[config.mk]
export PLATFORM = sky130hd
export DESIGN_NAME = klein_96_byte_io
export DESIGN_NICKNAME = d
export VERILOG_FILES = /design/src/rtl/klein_96_byte_io.sv
export SDC_FILE = /design/constraint.sdc
export NUM_CORES = 1
export LEC_CHECK = 0
export BUFFER_PORTS_ARGS = -buffer_cell sky130_fd_sc_hd__buf_2
export CAP_MARGIN = 0
export CORE_UTILIZATION = 35
export DETAILED_ROUTE_END_ITERATION = 6
export HOLD_SLACK_MARGIN = 0.05
export PLACE_DENSITY = 0.63
export SKIP_LAST_GASP = 1
export SLEW_MARGIN = 20
export SYNTH_ARGS = -nofsm -noshare
export SYNTH_HDL_FRONTEND = slang
export SYNTH_SLANG_ARGS = --single-unit
[constraint.sdc]
create_clock -name ck -period 1.74 [get_ports ck]
set_input_delay 0.348 -clock ck [delete_from_list [all_inputs] [get_ports ck]]
set_output_delay 0.348 -clock ck [all_outputs]
set_load 0.005 [all_outputs]
[src/rtl/klein_96_byte_io.sv]
// Byte-serial wrapper around a KLEIN-96 core: collects 12 key bytes and 8 plaintext
// bytes, starts the core, waits for it under a watchdog and streams out 8 ciphertext bytes.
module klein_96_byte_io #(
  parameter int unsigned WDOG      = 31,
  parameter int unsigned BYTES_KEY = 12,
  parameter int unsigned BYTES_TXT = 8
) (
  input  logic        ck,
  input  logic        rst_n,
  input  logic        in_valid,
  output logic        in_ready,
  input  logic [7:0]  in_data,
  output logic        out_valid,
  input  logic        out_ready,
  output logic [7:0]  out_data,
  output logic        busy,
  output logic        err,
  output logic        core_start,
  output logic [0:63] core_inp,
  output logic [0:95] core_key,
  input  logic        core_ready,
  input  logic [0:63] core_out
);

  localparam int unsigned JOB_BYTES = BYTES_KEY + BYTES_TXT;
  localparam int unsigned WW        = (WDOG == 0) ? 1 : $clog2(WDOG + 1);

  typedef enum logic [1:0] {
    LOAD,
    START,
    RUN,
    SEND
  } state_t;

  state_t          r_state;
  logic [4:0]      r_bcnt;
  logic [2:0]      r_ocnt;
  logic [WW-1:0]   r_wait;
  logic [0:95]     r_key;
  logic [0:63]     r_inp;
  logic [0:63]     r_out;
  logic            r_in_ready;
  logic            r_out_valid;
  logic            r_busy;
  logic            r_err;
  logic            r_start;

  logic            w_in_xfer;
  logic            w_out_xfer;

  assign w_in_xfer  = in_valid & r_in_ready;
  assign w_out_xfer = r_out_valid & out_ready;

  assign in_ready   = r_in_ready;
  assign out_valid  = r_out_valid;
  assign out_data   = r_out[0:7];
  assign busy       = r_busy;
  assign err        = r_err;
  assign core_start = r_start;
  assign core_key   = r_key;
  assign core_inp   = r_inp;

  always_ff @(posedge ck or negedge rst_n) begin
    if (!rst_n) begin
      r_state     <= LOAD;
      r_bcnt      <= '0;
      r_ocnt      <= '0;
      r_wait      <= '0;
      r_key       <= '0;
      r_inp       <= '0;
      r_out       <= '0;
      r_in_ready  <= 1'b1;
      r_out_valid <= 1'b0;
      r_busy      <= 1'b0;
      r_err       <= 1'b0;
      r_start     <= 1'b0;
    end else begin
      case (r_state)
        LOAD: begin
          if (w_in_xfer) begin
            // Bytes shift in from the right so the first byte of each field ends up at bit 0.
            if (r_bcnt < 5'(BYTES_KEY)) begin
              r_key <= {r_key[8:95], in_data};
            end else begin
              r_inp <= {r_inp[8:63], in_data};
            end
            if (r_bcnt == 5'(JOB_BYTES - 1)) begin
              r_bcnt     <= '0;
              r_state    <= START;
              r_in_ready <= 1'b0;
              r_busy     <= 1'b1;
              r_start    <= 1'b1;
            end else begin
              r_bcnt <= r_bcnt + 5'd1;
            end
          end
        end

        START: begin
          r_start <= 1'b0;
          r_wait  <= '0;
          r_state <= RUN;
        end

        RUN: begin
          if (core_ready) begin
            r_out       <= core_out;
            r_out_valid <= 1'b1;
            r_ocnt      <= '0;
            r_state     <= SEND;
          end else if (r_wait == WW'(WDOG)) begin
            r_err      <= 1'b1;
            r_state    <= LOAD;
            r_in_ready <= 1'b1;
            r_busy     <= 1'b0;
          end else begin
            r_wait <= r_wait + WW'(1);
          end
        end

        SEND: begin
          if (w_out_xfer) begin
            r_out  <= {r_out[8:63], 8'h00};
            r_ocnt <= r_ocnt + 3'd1;
            if (r_ocnt == 3'd7) begin
              r_out_valid <= 1'b0;
              r_state     <= LOAD;
              r_in_ready  <= 1'b1;
              r_busy      <= 1'b0;
            end
          end
        end

        default: begin
          r_state <= LOAD;
        end
      endcase
    end
  end

endmodule

## Yosys cells after proc, flatten, opt, wreduce, memory -nomap -nowiden

Index checks and enable logic that the tools add are counted.

| word-level totals | value |
|---|---|
| register bits after elaboration | 244 |
| input bits | 77 |
| output and inout bits | 173 |
| logic and storage cells | 84 |

| operators by class | value |
|---|---|
| add/sub/neg operators | 3 |
| $lt $le $gt $ge | 1 |
| equal/unequal tests | 15 |
| multiplexer cells | 34 |
| bitwise gates (word level) | 4 |
| reduce and logical (&&, ||, !) cells | 15 |

Operators with widths:

| kind | number |
|---|---|
| $mux W64 | 2 |
| $pmux W64 S2 | 1 |
| $reduce_and A3 Y1 | 6 |
| $ne A2 B2 Y1 const B | 8 |
| $mux W5 | 3 |
| $mux W1 | 13 |
| $mux W2 | 6 |
| $add A5 B1 Y5 const B | 2 |
| $eq A5 B5 Y1 const B | 2 |
| $pmux W5 S2 | 1 |
| $pmux W2 S4 | 1 |
| $reduce_and A7 Y1 | 1 |
| $mux W3 | 2 |
| $pmux W1 S3 | 2 |
| $pmux W3 S2 | 1 |
| $reduce_bool A2 Y1 | 3 |
| $lt A5 B4 Y1 const B | 1 |
| $reduce_and A5 Y1 | 1 |
| $eq A2 B2 Y1 const B | 2 |
| $pmux W1 S2 | 2 |
| $reduce_and A4 Y1 | 1 |
| $add A3 B1 Y3 const B | 1 |
| $eq A3 B3 Y1 const B | 1 |
| $ne A3 B3 Y1 const B | 1 |
| other kinds (6) | 8 |

## Depth between registers and ports, before layout

Gate-level depths: netlist of the first run.

| depth | value |
|---|---|
| word-level depth | 4 |
| gate-level depth with buffers | 8 |
| gate-level depth less buffers | 7 |

## Worst setup path after synthesis of the first run

No wires, ideal clock.

| path | value |
|---|---|
| path kind | reg-to-reg |
| start point | register r_wait[0] |
| end point | register r_wait[1] |
| setup time | 121 ps |
| arrival time | 1796 ps |
| data required time | 1619 ps |
| path slack | -177 ps |
| stages on the path, launching flop included | 7 |
| path buffers | 0 |
| clock period less this slack | 1917 ps |
| cell sequence | dfrtp_1 ha_1 and3_1 ha_1 nor2_1 mux2_2 a22o_1 |

| between the ends | value |
|---|---|
| longest elaborated chain between the ends | 4 |
| elaborated cells between the ends (all ways) | 7 |
| classes of those cells | add/sub (1); eq/ne (2); mux (3); reduce/logical (1) |

RTL lines:

| element | RTL line | RTL |
|---|---|---|
| start: declaration | 38 | `logic [WW-1:0] r_wait;` |
| start signal: assignment | 117 | `r_wait <= r_wait + WW'(1);` |
| $add A5 B1 Y5 | 117 |  |
| $mux W5 | 111 | `end else if (r_wait == WW'(WDOG)) begin` |
| $mux W5 | 106 | `if (core_ready) begin` |
| $pmux W5 S2 | 78 | `case (r_state)` |

Parallel ways exist; a longest one is shown, timed or not. The select of a mux whose other input is x is not followed.
A chain may end at the register's enable or synchronous reset.

## Worst setup path in the final report of the first run

| path | value |
|---|---|
| start point | register r_state[1] |
| end point | register r_out[61] (netlist name) |

| between the ends | value |
|---|---|
| longest elaborated chain between the ends | 3 |
| elaborated cells between the ends (all ways) | 7 |
| classes of those cells | eq/ne (4); mux (1); reduce/logical (2) |

RTL lines:

| element | RTL line | RTL |
|---|---|---|
| start: declaration | 35 | `state_t r_state;` |
| start signal: assignment | 65 | `r_state <= LOAD;` |
| start signal: assignment | 89 | `r_state <= START;` |
| start signal: assignment | 102 | `r_state <= RUN;` |
| $eq A2 B2 Y1 | 78 |  |
| $ne A2 B2 Y1 (no source line) or $reduce_bool A2 Y1 (tied branches) | -- |  |
| $reduce_and A3 Y1 (no source line) | -- |  |
| end signal: assignment | 107 | `r_out <= core_out;` |
| end signal: assignment | 123 | `r_out <= {r_out[8:63], 8'h00};` |
| end: declaration | 41 | `logic [0:63] r_out;` |

Parallel ways exist; a longest one is shown, timed or not.

==> results.md, run 1 <==
* Outcome: finished with violations
* Failing checks: setup timing
* Area Overhead vs Synth at 37.3%
* Critical path data required time at 2.14 ns
* CP Max Fanout at 9
* Tot Pwr at 25.5 mW
* DRT iter0 DRCs at 309
* RSZ-0062 raised after global routing: yes
* Post-Route Setup TNS at -0.161 ns
* First-pass GRT wire length at 37100 um
* Worst Clk Skew at 0.0130 ns
* Top_reg_cell synth: dfrtp_1
* Vias in the first global route at 6821
* HP Class: primary input to flip-flop
* Slowest stage delay, CP at 0.45 ns
* I/O pin count at 250
* Starting Density at 36.0%
* Most frequent cells in the layout: 248 x buf_2, 242 x dfrtp_1, 91 x mux2_2
* Clock insertion delay at the later pin of the skew report at 0.53 ns
* Core ar. at 0.0281 mm2
* Total routed wirelength at 25200 um
* TritonCTS clock tree: built
* Largest net degree at the start of global routing at 48
* Syn_area_per_cell at 14.1 um2
* Post-Syn Instances at 716
* Fin. max-slew vios at 0
* 1st-pass router iterations at 4
* Register area share after synthesis at 60.5%
* Cell family with most CP delay: compound AO/OA/AOI/OAI gates
* Crit Path Category: flip-flop to flip-flop
* P_leak at 6.94 nW
* Final worst slack at -0.0466 ns
* Final Hold Violating Endpoints at 0
* Clock root cell: clkbuf_16
* Number of max-cap violations at 0
* P per Cell Area at 1840 mW/mm2
* H-tree levels at 1
* Syn Std Cell Area at 0.0101 mm2
* Initial antenna violation count at 0
* Vias per cell at 4.76
* Syn Nets at 802
* Layout cells sized above 1 at 51.0%
* Critical-path cell list: buf_6 > ha_4 > nor2b_4 > a211o_4 > buf_12 > a22o_1
* Commonest non-fill, non-tap cell in the layout: buf_2
* Normalized max-slew margin at 71.6%
* Final-stage net count at 1118
* Least-Margin Pin Slew at 0.426 ns
* Die Y at 172 um
* CTS Buffer Depth at 3
* Total vias in the final route at 6811
* CP Capture Type: flip-flop
* Grt total ovfl at 0
* Post-synth EDFFs at 0
* # DRC at 0
* WP data arrival at 2.19 ns
* WP buf/inv at 2
* Peak VDD IR at 1.33 mV
* Row cnt at 61
* Slowest-stage cell, CP: dfrtp_2
* Tot GR Track Use at 15.8%
* Final worst path period share at 103%
* Post-layout util at 49.4%
* Crit start category: flip-flop
* Minimum clock period at 1.79 ns
* Post-DP HPWL at 16300 um
* Routed Antenna Nets at 0
* FMAX at 560 MHz
* Seq cells post-synth at 244
* Die ar. at 0.0295 mm2
* Clk sink count at 244
* Synthesis Warnings at 0
* RePlAce Congestion at 0.759
* Count of input and output buffers at 249
* Distinct cells, synth at 41
* Setup violators final at 7
* # placed instances at 1340
* CTS Buf Count at 27
* Final non-filler cell total at 1430
* Die Width at 172 um
* Avg WL per Cell at 17.6 um
* Clock Pin Slew Worst Setup and Hold Paths at 0.06 ns
* Async set-reset flop share out of synthesis at 100%
## cells in the mapped netlist, types with 3 or more instances
cell | count | area share, %
inv_1 | 4 | 0.15
ha_1 | 9 | 1.1
nand2_1 | 69 | 2.6
xnor2_1 | 3 | 0.26
dfrtp_1 | 243 | 60
nand4_1 | 3 | 0.19
o21ai_0 | 59 | 2.9
nor2_1 | 8 | 0.30
mux2_4 | 40 | 5.9
a21oi_1 | 6 | 0.30
buf_6 | 6 | 0.67
a22o_1 | 14 | 1.2
buf_2 | 16 | 0.79
buf_4 | 16 | 1.2
nand3_1 | 5 | 0.25
mux2i_1 | 56 | 5.6
mux2_1 | 11 | 1.2
a21o_1 | 4 | 0.30
clkbuf_1 | 7 | 0.26
mux2_2 | 112 | 12
## metrics by stage
stage                     setup slack [ns]  area (um2)  hold WS [ns]
after global placement             -0.0661       12100         0.300
after CTS                          -0.0143       13300        0.0511
after floorplan                  0.0000768       10100        0.0524
after global routing               -0.0696       13900        0.0623
final                              -0.0466       13900        0.0677
after detailed placement            -0.116       12100         0.298
## layer usage
| layer | share of wire [%] | global-route usage (%) | vias up |
|---|---|---|---|
| met1 | 42 | 20.2 | 3392 |
| met5 | 0 | 0 | - |
| met4 | 1.9 | 3.54 | 0 |
| met2 | 48 | 25.8 | 213 |
| li1 | - | - | 3173 |
| met3 | 8.2 | 5.40 | 33 |
## flip-flops by register name, summed over array words and instances, names as in the netlist
name and count:
busy 1, core_inp 64, core_key 96, core_start 1, err 1, in_ready 1, out_valid 1, r_bcnt 5
r_ocnt 3, r_out 64, r_state 2, r_wait 5
## report_power, final
| group | switching (mW) | total (mW) | internal (mW) |
|---|---|---|---|
| logic | 3.95 | 9.24 | 5.29 |
| registers | 1.82 | 9.99 | 8.17 |
| clock network | 2.27 | 6.26 | 3.99 |
| total | 8.04 | 25.5 | 17.5 |
## what timing repair did
| action | 4_1_cts | 5_1_grt |
|---|---|---|
| endpoints found under the hold margin | 52 | 0 |
| gates resized for setup | 11 | 51 |
| hold buffers | 15 | 0 |
| gates cloned | 2 | 15 |
| buffers inserted | 1 | 8 |
| pin swaps | 3 | 14 |
| setup endpoints to repair | 135 | 206 |
## cell type report
cell class,instances,area (um2)
Tap cell,378,473
Antenna cell,1,2.50
Clock buffer,40,785
Multi-Input combinational cell,425,3930
Inverter,4,15.0
Fill cell,2513,14200
Sequential cell,244,6110
Clock inverter,8,194
Timing Repair Buffer,330,2360
## final timing paths
check                            from           end  slack (ns)  depth (start not counted)
max reg2reg                r_state[1]     r_out[61]       -0.05                          6
min                        in_data[5]  core_inp[58]        0.07                          2
max                        r_state[1]     r_out[61]       -0.05                          6
min reg2reg                  r_out[5]      r_out[5]        0.47                          2
max in group asynchronous       rst_n      in_ready        0.79                          3
min in group asynchronous       rst_n     r_out[44]        0.33                          2
## logic make-up (layout without fill, tap and decap cells)
family | count (synthesis) | count (layout) | share of synthesized area [%]
fa+ha+maj | 9 | 9 | 1.12
other cells | 0 | 1 | 0
simple gates | 99 | 100 | 4.31
buf+inv | 49 | 382 | 3.06
mux | 219 | 219 | 25.2
flops | 244 | 244 | 60.5
xor+xnor | 4 | 4 | 0.347
compound gates | 92 | 93 | 5.48
## worst reg2reg max path: stages (launching register included)
cell and delay (ns):
dfrtp_2 0.45, buf_6 0.14, ha_4 0.16, nor2b_4 0.14
a211o_4 0.36, buf_12 0.18, a22o_1 0.23
(Power assumes the default switching activity.)
==> run 2, diff against run 1 <==
--- a/config.mk
+++ b/config.mk
@@ -10,7 +10,8 @@
 export CORE_UTILIZATION = 35
 export DETAILED_ROUTE_END_ITERATION = 6
 export HOLD_SLACK_MARGIN = 0.05
-export PLACE_DENSITY = 0.63
+export PLACE_DENSITY = 0.61
+export SETUP_SLACK_MARGIN = 0.15
 export SKIP_LAST_GASP = 1
 export SLEW_MARGIN = 20
 export SYNTH_ARGS = -nofsm -noshare
==> constraint.sdc (replaced) <==
create_clock -name ck -period 1.7 [get_ports ck]
set_input_delay 0.34 -clock ck [delete_from_list [all_inputs] [get_ports ck]]
set_output_delay 0.34 -clock ck [all_outputs]
set_load 0.005 [all_outputs]
==> run 2 against run 1 <==
Effect of this change: the flow still finishes with violations (setup timing); non-clock buffer count grew 2; die area did not move; final area rose by 1.5%; power up 0.34%; largest power group unchanged; sequential power barely moved; cell count did not move; highest routed layer is now met5; first-iteration DRC count up 1.6%; register-to-register slack gained 0.02 ns; combinational power rose by 4.2%; clock skew is 0.0032 ns lower; setup slack better by 0.015 ns; clock power fell by 8.6%.
==> results.md, run 2 (synthesis results as in run 1) <==
* Clock root cell: clkbuf_16
* Clk sink count at 244 (unchanged)
* Final non-filler cell total at 1430 (unchanged)
* Vias in the first global route at 6621 (-2.9%)
* Final-stage net count at 1120 (+0.18%)
* 1st-pass router iterations at 4 (unchanged)
* RSZ-0062 raised after global routing: yes
* H-tree levels at 1 (unchanged)
* Vias per cell at 4.69 (-1.5%)
* First-pass GRT wire length at 36300 um (-2.0%)
* Most frequent cells in the layout: 247 x buf_2, 242 x dfrtp_1, 78 x mux2_2
* Final worst path period share at 102% (-0.83 points)
* Avg WL per Cell at 17.0 um (-3.5%)
* Starting Density at 36.0% (unchanged)
* FF-to-FF Start: in_ready
* Total vias in the final route at 6706 (-1.5%)
* Hold slack at 0.0768 ns (+0.00913 ns)
* Outcome: finished with violations
* Layout cells sized above 1 at 52.9% (+1.9 points)
* HP Class: primary input to flip-flop
* CTS Buf Count at 27 (unchanged)
* Final worst slack at -0.0315 ns (+0.0151 ns)
* Total routed wirelength at 24300 um (-3.5%)
* Hold Startpoint: in_data[1]
* Least-Margin Pin Slew at 0.427 ns (+0.00123 ns)
* Post-layout util at 50.1% (+0.74 points)
* Final Hold Violating Endpoints at 0 (unchanged)
* Setup violators final at 46 (+39)
* Largest net degree at the start of global routing at 64 (+33%)
* CTS Buffer Depth at 3 (unchanged)
* Number of max-cap violations at 0 (unchanged)
* TritonCTS clock tree: built
* I/O pin count at 250 (unchanged)
* Row cnt at 61 (unchanged)
* WP data arrival at 2.13 ns (-0.06 ns)
* Area Overhead vs Synth at 39.4%
* Count of input and output buffers at 249 (unchanged)
* CP Capture Type: flip-flop
* # placed instances at 1335 (-0.37%)
* Post-DP HPWL at 15800 um (-3.2%)
* P_leak at 6.98 nW (+0.70%)
* Failing checks: setup timing
* # DRC at 0 (unchanged)
* Crit start category: flip-flop
* Grt total ovfl at 0 (unchanged)
* CP Max Fanout at 6 (-3)
* Filler cells at 2509 (-0.16%)
* Crit Path Category: flip-flop to flip-flop
* P per Cell Area at 1820 mW/mm2 (-1.1%)
* Antenna Cells at 0 (-1)
* Peak VDD IR at 1.04 mV (-22%)
* Die Width at 172 um (unchanged)
* Multi-input gate area at 0.00406 mm2 (+3.5%)
* Clock Pin Slew Worst Setup and Hold Paths at 0.06 ns (about the same)
* Crit path from: in_ready
* Routed Antenna Nets at 0 (unchanged)
* Fin. max-slew vios at 0 (unchanged)
* Register area at 0.00611 mm2 (unchanged)
* Die Y at 172 um (unchanged)
* Initial antenna violation count at 1 (+1)
* Commonest non-fill, non-tap cell in the layout: buf_2
* Die ar. at 0.0295 mm2 (unchanged)
* Normalized max-slew margin at 71.3% (-0.34 points)
* Clock insertion delay at the later pin of the skew report at 0.52 ns (about the same)
* Core ar. at 0.0281 mm2 (unchanged)
* RePlAce Congestion at 0.747 (-1.6%)
* DRT iter0 DRCs at 314 (+1.6%)
* Minimum clock period at 1.73 ns (-0.0551 ns)
* Largest register FFs at 96 (unchanged)
* Critical path data required time at 2.10 ns (-0.04 ns)
* Pre-CTS setup slack at -0.00739 ns (+0.109 ns)
* Tot GR Track Use at 15.5% (-0.28 points)
* FMAX at 578 MHz (+3.2%)
* Post-Route Setup TNS at -0.523 ns (-0.363 ns)
* Worst Clk Skew at 0.00984 ns (-0.00320 ns)
==> run 2: changes by cell type in the layout (fill, tap and decap cells not counted), moves of 4 or more <==
cell	before	now
mux2_2	91	78
nand2_1	68	55
buf_6	4	8
buf_16	3	11
buf_4	33	26
o21ai_2	0	4
nand2_2	1	9
bufinv_16	6	1
mux2_4	64	75
==> run 2: path summary, 6_finish.rpt <==
kind	slack (ns)	to	depth (start not counted)
setup / recovery	-0.03	core_key[11]	5
hold / removal	0.08	core_key[94]	2
setup reg to reg	-0.03	core_key[11]	5
hold reg to reg	0.47	r_out[1]	2
max in group asynchronous	0.77	core_inp[3]	3
min in group asynchronous	0.28	core_key[12]	2
==> run 2: cell type report <==
type | instances | area share, %
inverter | 4 | 0.107
tap | 378 | 3.36
timing repair buffer | 332 | 18.0
clock buffer | 42 | 5.84
sequential | 244 | 43.4
multi-input combinational | 425 | 28.9
clock inverter | 5 | 0.382
==> run 2: timing repair <==
item | in CTS | in global routing
setup endpoints to repair | 236 | 238
hold buffers | 13 | 0
resized for setup | 33 | 31
pin swaps | 16 | 13
cloned | 6 | 15
buffers inserted | 7 | 7
endpoints found under the hold margin | 100 | 0
==> run 2: power by group <==
part / internal (mW) / total [mW] / switching [mW]
Clock: 3.45 / 5.72 / 2.27
Combinational: 5.52 / 9.63 / 4.11
Sequential: 8.36 / 10.2 / 1.87
Total: 17.3 / 25.6 / 8.25
==> run 2: per-layer routing <==
layer / vias up / global-route usage (%) / wire length, um
li1: 3178 / - / -
met1: 3317 / 21.0 / 10600
met2: 176 / 24.6 / 11600
met3: 33 / 4.49 / 1730
met4: 2 / 3.31 / 349
met5: - / 0 / 13
==> run 2: worst max-delay path: stages (launching register included) <==
cell and delay (ns):
dfstp_2 0.57, buf_12 0.12, and3_4 0.31, nand2_8 0.13, clkbuf_16 0.19, mux2_4 0.30
==> run 2: metrics by stage <==
| stage | cell area (um2) | power (mW) |
|---|---|---|
| 3_3_place_gp | 12200 | 18.3 |
| 4_1_cts | 13600 | 25.2 |
| 2_1_floorplan | 10300 | 15.0 |
| 5_1_grt | 14100 | 27.2 |
| 3_5_place_dp | 12200 | 18.5 |
| 6_report | 14100 | 25.6 |
